File: config.mk
export PLATFORM = sky130hd
export DESIGN_NAME = compressor_env
export DESIGN_NICKNAME = d
export VERILOG_FILES = /design/src/rtl/compressor_env.sv
export SDC_FILE = /design/constraint.sdc
export NUM_CORES = 1
export LEC_CHECK = 0
export CAP_MARGIN = 20
export CORE_MARGIN = 5
export CORE_UTILIZATION = 59
export CTS_CLUSTER_DIAMETER = 60
export CTS_CLUSTER_SIZE = 28
export DETAILED_ROUTE_END_ITERATION = 10
export GPL_TIMING_DRIVEN = 0
export PLACE_DENSITY = 0.79
export SYNTH_ARGS = -nofsm -noshare
export SYNTH_HDL_FRONTEND = slang
export SYNTH_SLANG_ARGS = --single-unit
File: constraint.sdc
create_clock -name clk -period 12.9 [get_ports clk]
set_input_delay 1.29 -clock clk [delete_from_list [all_inputs] [get_ports clk]]
set_output_delay 1.29 -clock clk [all_outputs]
set_load 0.05 [all_outputs]
File: src/rtl/compressor_env.sv
// ---------------------------------------------------------------------------
// compressor_env: 3-stage dynamic-range processor with envelope follower
// (bypass / compress / limit / gate) and saturating makeup gain.  Rev 1.0
// ---------------------------------------------------------------------------
`default_nettype none

module compressor_env #(
  parameter int DATA_W = 16,
  parameter int CTRL_W = 8
) (
  input  logic              clk,
  input  logic              rst,
  input  logic              in_valid,
  input  logic [DATA_W-1:0] data_in,
  input  logic [1:0]        mode,
  input  logic [CTRL_W-1:0] thres,
  input  logic [2:0]        ratio_shift,
  input  logic [3:0]        attack_shift,
  input  logic [3:0]        release_shift,
  input  logic [1:0]        makeup_shift,
  output logic [DATA_W-1:0] data_out,
  output logic              out_valid,
  output logic [DATA_W-2:0] env_out,
  output logic              active
);

  localparam int MW = DATA_W - 1;
  localparam logic [MW-1:0] MAG_MAX     = {MW{1'b1}};
  localparam logic [MW-1:0] MAG_ONE     = MW'(1);
  localparam logic [1:0]    MODE_BYPASS = 2'b00;
  localparam logic [1:0]    MODE_COMP   = 2'b01;
  localparam logic [1:0]    MODE_LIMIT  = 2'b10;
  localparam logic [1:0]    MODE_GATE   = 2'b11;

  // Stage 1 capture
  logic              s1_valid, s1_sign;
  logic [MW-1:0]     s1_mag, s1_t;
  logic [DATA_W-1:0] s1_data;
  logic [1:0]        s1_mode, s1_mk;
  logic [2:0]        s1_ratio;
  logic [3:0]        s1_att, s1_rel;

  logic [DATA_W-1:0] abs_in;
  logic [MW-1:0]     mag_in, t_in;

  assign abs_in = data_in[DATA_W-1] ? -data_in : data_in;
  // Only the most-negative input leaves the top bit set after negation.
  assign mag_in = abs_in[DATA_W-1] ? MAG_MAX : abs_in[MW-1:0];
  assign t_in   = MW'(thres) << (MW - CTRL_W);

  always_ff @(posedge clk or posedge rst) begin
    if (rst) begin
      s1_valid <= 1'b0;
      s1_sign  <= 1'b0;
      s1_mag   <= '0;
      s1_t     <= '0;
      s1_data  <= '0;
      s1_mode  <= MODE_BYPASS;
      s1_mk    <= '0;
      s1_ratio <= '0;
      s1_att   <= '0;
      s1_rel   <= '0;
    end else begin
      s1_valid <= in_valid;
      if (in_valid) begin
        s1_sign  <= data_in[DATA_W-1];
        s1_mag   <= mag_in;
        s1_t     <= t_in;
        s1_data  <= data_in;
        s1_mode  <= mode;
        s1_mk    <= makeup_shift;
        s1_ratio <= ratio_shift;
        s1_att   <= attack_shift;
        s1_rel   <= release_shift;
      end
    end
  end

  // Stage 2: envelope follower
  logic [MW-1:0] env, env_next, up_d, dn_d;
  logic          eng_next;

  assign up_d = (s1_mag - env) >> s1_att;
  assign dn_d = (env - s1_mag) >> s1_rel;

  always_comb begin
    env_next = env;
    // A step that truncates to zero is forced to one so the envelope converges.
    if (s1_mag > env)
      env_next = env + ((up_d == '0) ? MAG_ONE : up_d);
    else if (s1_mag < env)
      env_next = env - ((dn_d == '0) ? MAG_ONE : dn_d);
  end

  assign eng_next = (env_next > s1_t);

  logic              s2_valid, s2_sign, s2_eng;
  logic [MW-1:0]     s2_mag, s2_t;
  logic [DATA_W-1:0] s2_data;
  logic [1:0]        s2_mode, s2_mk;
  logic [2:0]        s2_ratio;

  always_ff @(posedge clk or posedge rst) begin
    if (rst) begin
      env      <= '0;
      s2_valid <= 1'b0;
      s2_sign  <= 1'b0;
      s2_eng   <= 1'b0;
      s2_mag   <= '0;
      s2_t     <= '0;
      s2_data  <= '0;
      s2_mode  <= MODE_BYPASS;
      s2_mk    <= '0;
      s2_ratio <= '0;
    end else begin
      s2_valid <= s1_valid;
      if (s1_valid) begin
        env      <= env_next;
        s2_sign  <= s1_sign;
        s2_eng   <= eng_next;
        s2_mag   <= s1_mag;
        s2_t     <= s1_t;
        s2_data  <= s1_data;
        s2_mode  <= s1_mode;
        s2_mk    <= s1_mk;
        s2_ratio <= s1_ratio;
      end
    end
  end

  assign env_out = env;

  // Stage 3: transfer curve, makeup, sign restore
  logic [MW-1:0]     m, m_mk;
  logic [MW+2:0]     mk_wide;
  logic              act_next;
  logic [DATA_W-1:0] out_next;

  always_comb begin
    m        = s2_mag;
    act_next = 1'b0;
    case (s2_mode)
      MODE_COMP: begin
        act_next = s2_eng;
        if (s2_eng && (s2_mag > s2_t))
          m = s2_t + ((s2_mag - s2_t) >> s2_ratio);
      end
      MODE_LIMIT: begin
        act_next = s2_eng;
        if (s2_eng && (s2_mag > s2_t))
          m = s2_t;
      end
      MODE_GATE: begin
        act_next = !s2_eng;
        if (!s2_eng)
          m = '0;
      end
      default: begin
        m        = s2_mag;
        act_next = 1'b0;
      end
    endcase
  end

  assign mk_wide  = {3'b000, m} << s2_mk;
  assign m_mk     = (|mk_wide[MW+2:MW]) ? MAG_MAX : mk_wide[MW-1:0];
  assign out_next = (s2_mode == MODE_BYPASS) ? s2_data :
                    (s2_sign ? -{1'b0, m_mk} : {1'b0, m_mk});

  always_ff @(posedge clk or posedge rst) begin
    if (rst) begin
      out_valid <= 1'b0;
      data_out  <= '0;
      active    <= 1'b0;
    end else begin
      out_valid <= s2_valid;
      if (s2_valid) begin
        data_out <= out_next;
        active   <= act_next;
      end
    end
  end

endmodule

`default_nettype wire

==> metrics.yaml <==
synth.distinct_cells: 98
fp-row-count: 54
grt_pass1_wl_microns: 65470
top_layer: "met4"
r2r_setup_slack_ns: 3.82
wire_per_inst_microns: 22.09
hold_class: "register to register"
num_io_pins: 75
dr_wl_met2_microns: 17740
p_total_w: 0.004235
synth_seq_cells: 136
final_nets: 1755
cts_buffer_depth: 2
drtAntennaViolNets: 0
finalSetupTns_ns: 0
final_max_slew_viol_count: 0
arrival_ns: 9.37
clk_latency_ns: 0.44
cts_buffers: 17
drt_wl_total_microns: 42240
die-area_sq_mm: 0.02484
h-tree-depth: 4
area_growth_pct: 13.75
multi_input_comb_area_sq_mm: 0.008662
cts_tree: "yes"
dp_hpwl_microns: 32050
n_antenna_cell: 0
syn_inst: 1526
final_util_pct: 67.63
seq_area_frac_synth_pct: 26.48
clock_sinks: 136
fp.dieW_microns: 157.6
critical_path_class: "register to register"
status: "completed"
rsz0062_at_grt: "false"
core_area_sq_mm: 0.02162
syn_avg_cell_area_sq_um: 8.423
worst_slew_pin_slew_ns: 0.8643
die_y_microns: 157.6
ctsHoldBuffers: 0
finalSetupViolations: 0
route.met3.wl_microns: 4346
layout_min_cycle_time_ns: 9.076
p_per_area_mw_per_mm2: 289.6
cp-start-kind: "register"
maxCapViolCount: 0
p_leak_nw: 6.420
vias: 12720
grt_max_degree: 71
floorplan.initialDensity_pct: 59.45
track_usage_pct: 33.74
async_reset_ff_share_pct: 100.0
fillers: 1771
via_per_inst: 6.652
netlist_area_sq_mm: 0.01285
clock-root-buffer: "clkbuf_16"
path_clk_slew_ns: 0.07
hold_viol: 0
reg2reg_depth: 39
finalCritPeriodShare_pct: 70.36
crit_path_top_delay_cell: "nor4_1"
drcViolationCount: 0
finClkSkew_ns: 0.01484
detail_route.iter0.violations: 1560
seq_area_sq_mm: 0.003403
hold_path.startpoint: "s1_valid"
gr-total-overflow: 0
place_congestion: 1.111
crit_path_end_kind: "register"
port_buffers: 73
cp_common_cell: "o21ai_0"
maxClockFrequency_mhz: 110.2
layout-drive-gt1-share_pct: 11.09
antenna_found_initial: 0
grt_pass1_vias: 11760
wl_met1_microns: 18460
firstDrtPassIters: 6
ir_drop_uv: 239.8
synth_flop_cell: "dfrtp_1"
min_to: "s2_valid"
worstPathRequired_ns: 13.20
worst_r2r_endpoint: "s2_eng"
crit_fanout: 9
synthesis.nets: 1662
regToRegStartpoint: "env_out[4]"
hold_depth: 0
synth-edff-count: 0
cts_resized: 0
crit_path_max_incr_delay_ns: 0.71
postCtsSetupRepairBufs: 0
slew_headroom_pct: 41.63
yosys_warnings: 0
## Yosys cell counts (all sizes together) (10+ instances only)
cell type / number / share of area, %
a21o: 34 / 2.0
a21boi: 10 / 0.67
a22oi: 29 / 1.8
a31oi: 10 / 0.49
clkbuf: 62 / 1.8
a211oi: 15 / 0.91
nor3: 42 / 1.7
nand3: 24 / 0.97
nand2: 149 / 4.4
o21ai: 119 / 4.8
nor2b: 13 / 0.63
o211ai: 17 / 0.99
mux2: 72 / 6.3
and3: 22 / 1.1
o31ai: 12 / 0.70
ha: 88 / 8.6
dfrtp: 136 / 26
a21oi: 104 / 4.2
xor2: 25 / 1.7
buf: 27 / 1.4
o22ai: 13 / 0.63
o21a: 14 / 0.82
or3: 20 / 1.0
mux2i: 45 / 3.5
inv: 99 / 2.9
xnor2: 43 / 2.9
nand2b: 18 / 0.88
nor2: 105 / 3.1
## worst max-delay path: cells and delay by family (launching register included)
| kind | cells | cell delay [ns] |
|---|---|---|
| and+or+nand+nor | 9 | 1.87 |
| xor gates and xnor gates | 2 | 0.38 |
| buffers and inverters | 3 | 0.57 |
| AOI/OAI and AO/OA | 19 | 3.95 |
| DFF | 1 | 0.58 |
| muxes | 2 | 0.36 |
| adders and majority gates | 4 | 1.20 |
## kinds of logic after synthesis
kind of cell	synth area share (%)
muxes	10.86
and+or+nand+nor	16.89
adders and majority gates	9.501
buffers and inverters	6.133
AOI/OAI and AO/OA	25.50
xor gates and xnor gates	4.633
DFF	26.48
## layout by cell type, fill, tap and decap left out, types with 27 or more instances in the layout
master | netlist | layout
inv_1 | 94 | 93
xnor2_1 | 43 | 43
o21ai_0 | 106 | 106
a21o_1 | 34 | 34
dfrtp_1 | 136 | 136
nand2_1 | 148 | 148
ha_1 | 88 | 88
clkbuf_1 | 62 | 62
a21oi_1 | 100 | 100
clkdlybuf4s50_1 | 0 | 73
nor3_1 | 40 | 40
mux2_2 | 70 | 70
nor2_1 | 104 | 104
mux2i_1 | 45 | 45
a22oi_1 | 27 | 27
## layout make-up
type	count	area share, %
multi-input cells	1201	59.24
flip-flops and latches	136	23.28
repair buffers	74	5.186
clock buffers	17	2.909
plain buffers	89	2.824
inverters	100	2.601
well taps	280	2.396
clock inverters	15	1.566
## power by group
part,switching (W),internal (W),total (W)
Sequential,0.000135,0.000512,0.000648
Combinational,0.00187,0.00116,0.00303
Clock,0.000235,0.000318,0.000553
## worst max path at each step
stage                          start     end  slack (ns)  cells past startpoint
after detailed placement  env_out[1]  s2_eng        4.33                     38
final                     env_out[4]  s2_eng        3.82                     39
after floorplan           env_out[1]  s2_eng        5.51                     38
after global placement    env_out[1]  s2_eng        4.47                     38
after CTS                 env_out[5]  s2_eng        4.19                     39
after global routing      env_out[5]  s2_eng        3.47                     39
## sequential cells by signal, indices dropped and copies added (netlist names), 2 cells and up
register and flops:
s2_t 8, data_out 16, s2_mag 15, s1_mode 2
s1_mk 2, env_out 15, s2_mode 2, s1_ratio 3
s2_ratio 3, s1_rel 4, s2_data 15, s1_t 8
s1_att 4, s1_mag 15, s1_data 15, s2_mk 2
## stage by stage
| step | hold slack [ns] | cell area (sq um) | setup slack (ns) | instances |
|---|---|---|---|---|
| after detailed placement | 0.3627 | 13970 | 4.332 | 1880 |
| final | 0.3755 | 14620 | 3.824 | 1912 |
| after global placement | 0.3582 | 13930 | 4.466 | 1879 |
| after global routing | 0.3866 | 14620 | 3.466 | 1912 |
| after CTS | 0.3755 | 14620 | 4.189 | 1912 |
| after floorplan | 0.3519 | 12850 | 5.508 | 1526 |
## per-layer routing
| metal | vias up | global-route usage, % |
|---|---|---|
| li1 | 5776 | - |
| met1 | 6031 | 50.20 |
| met2 | 761 | 49.09 |
| met3 | 150 | 6.233 |
| met4 | 0 | 12.29 |
| met5 | - | 0 |
(Power assumes the default switching activity.)
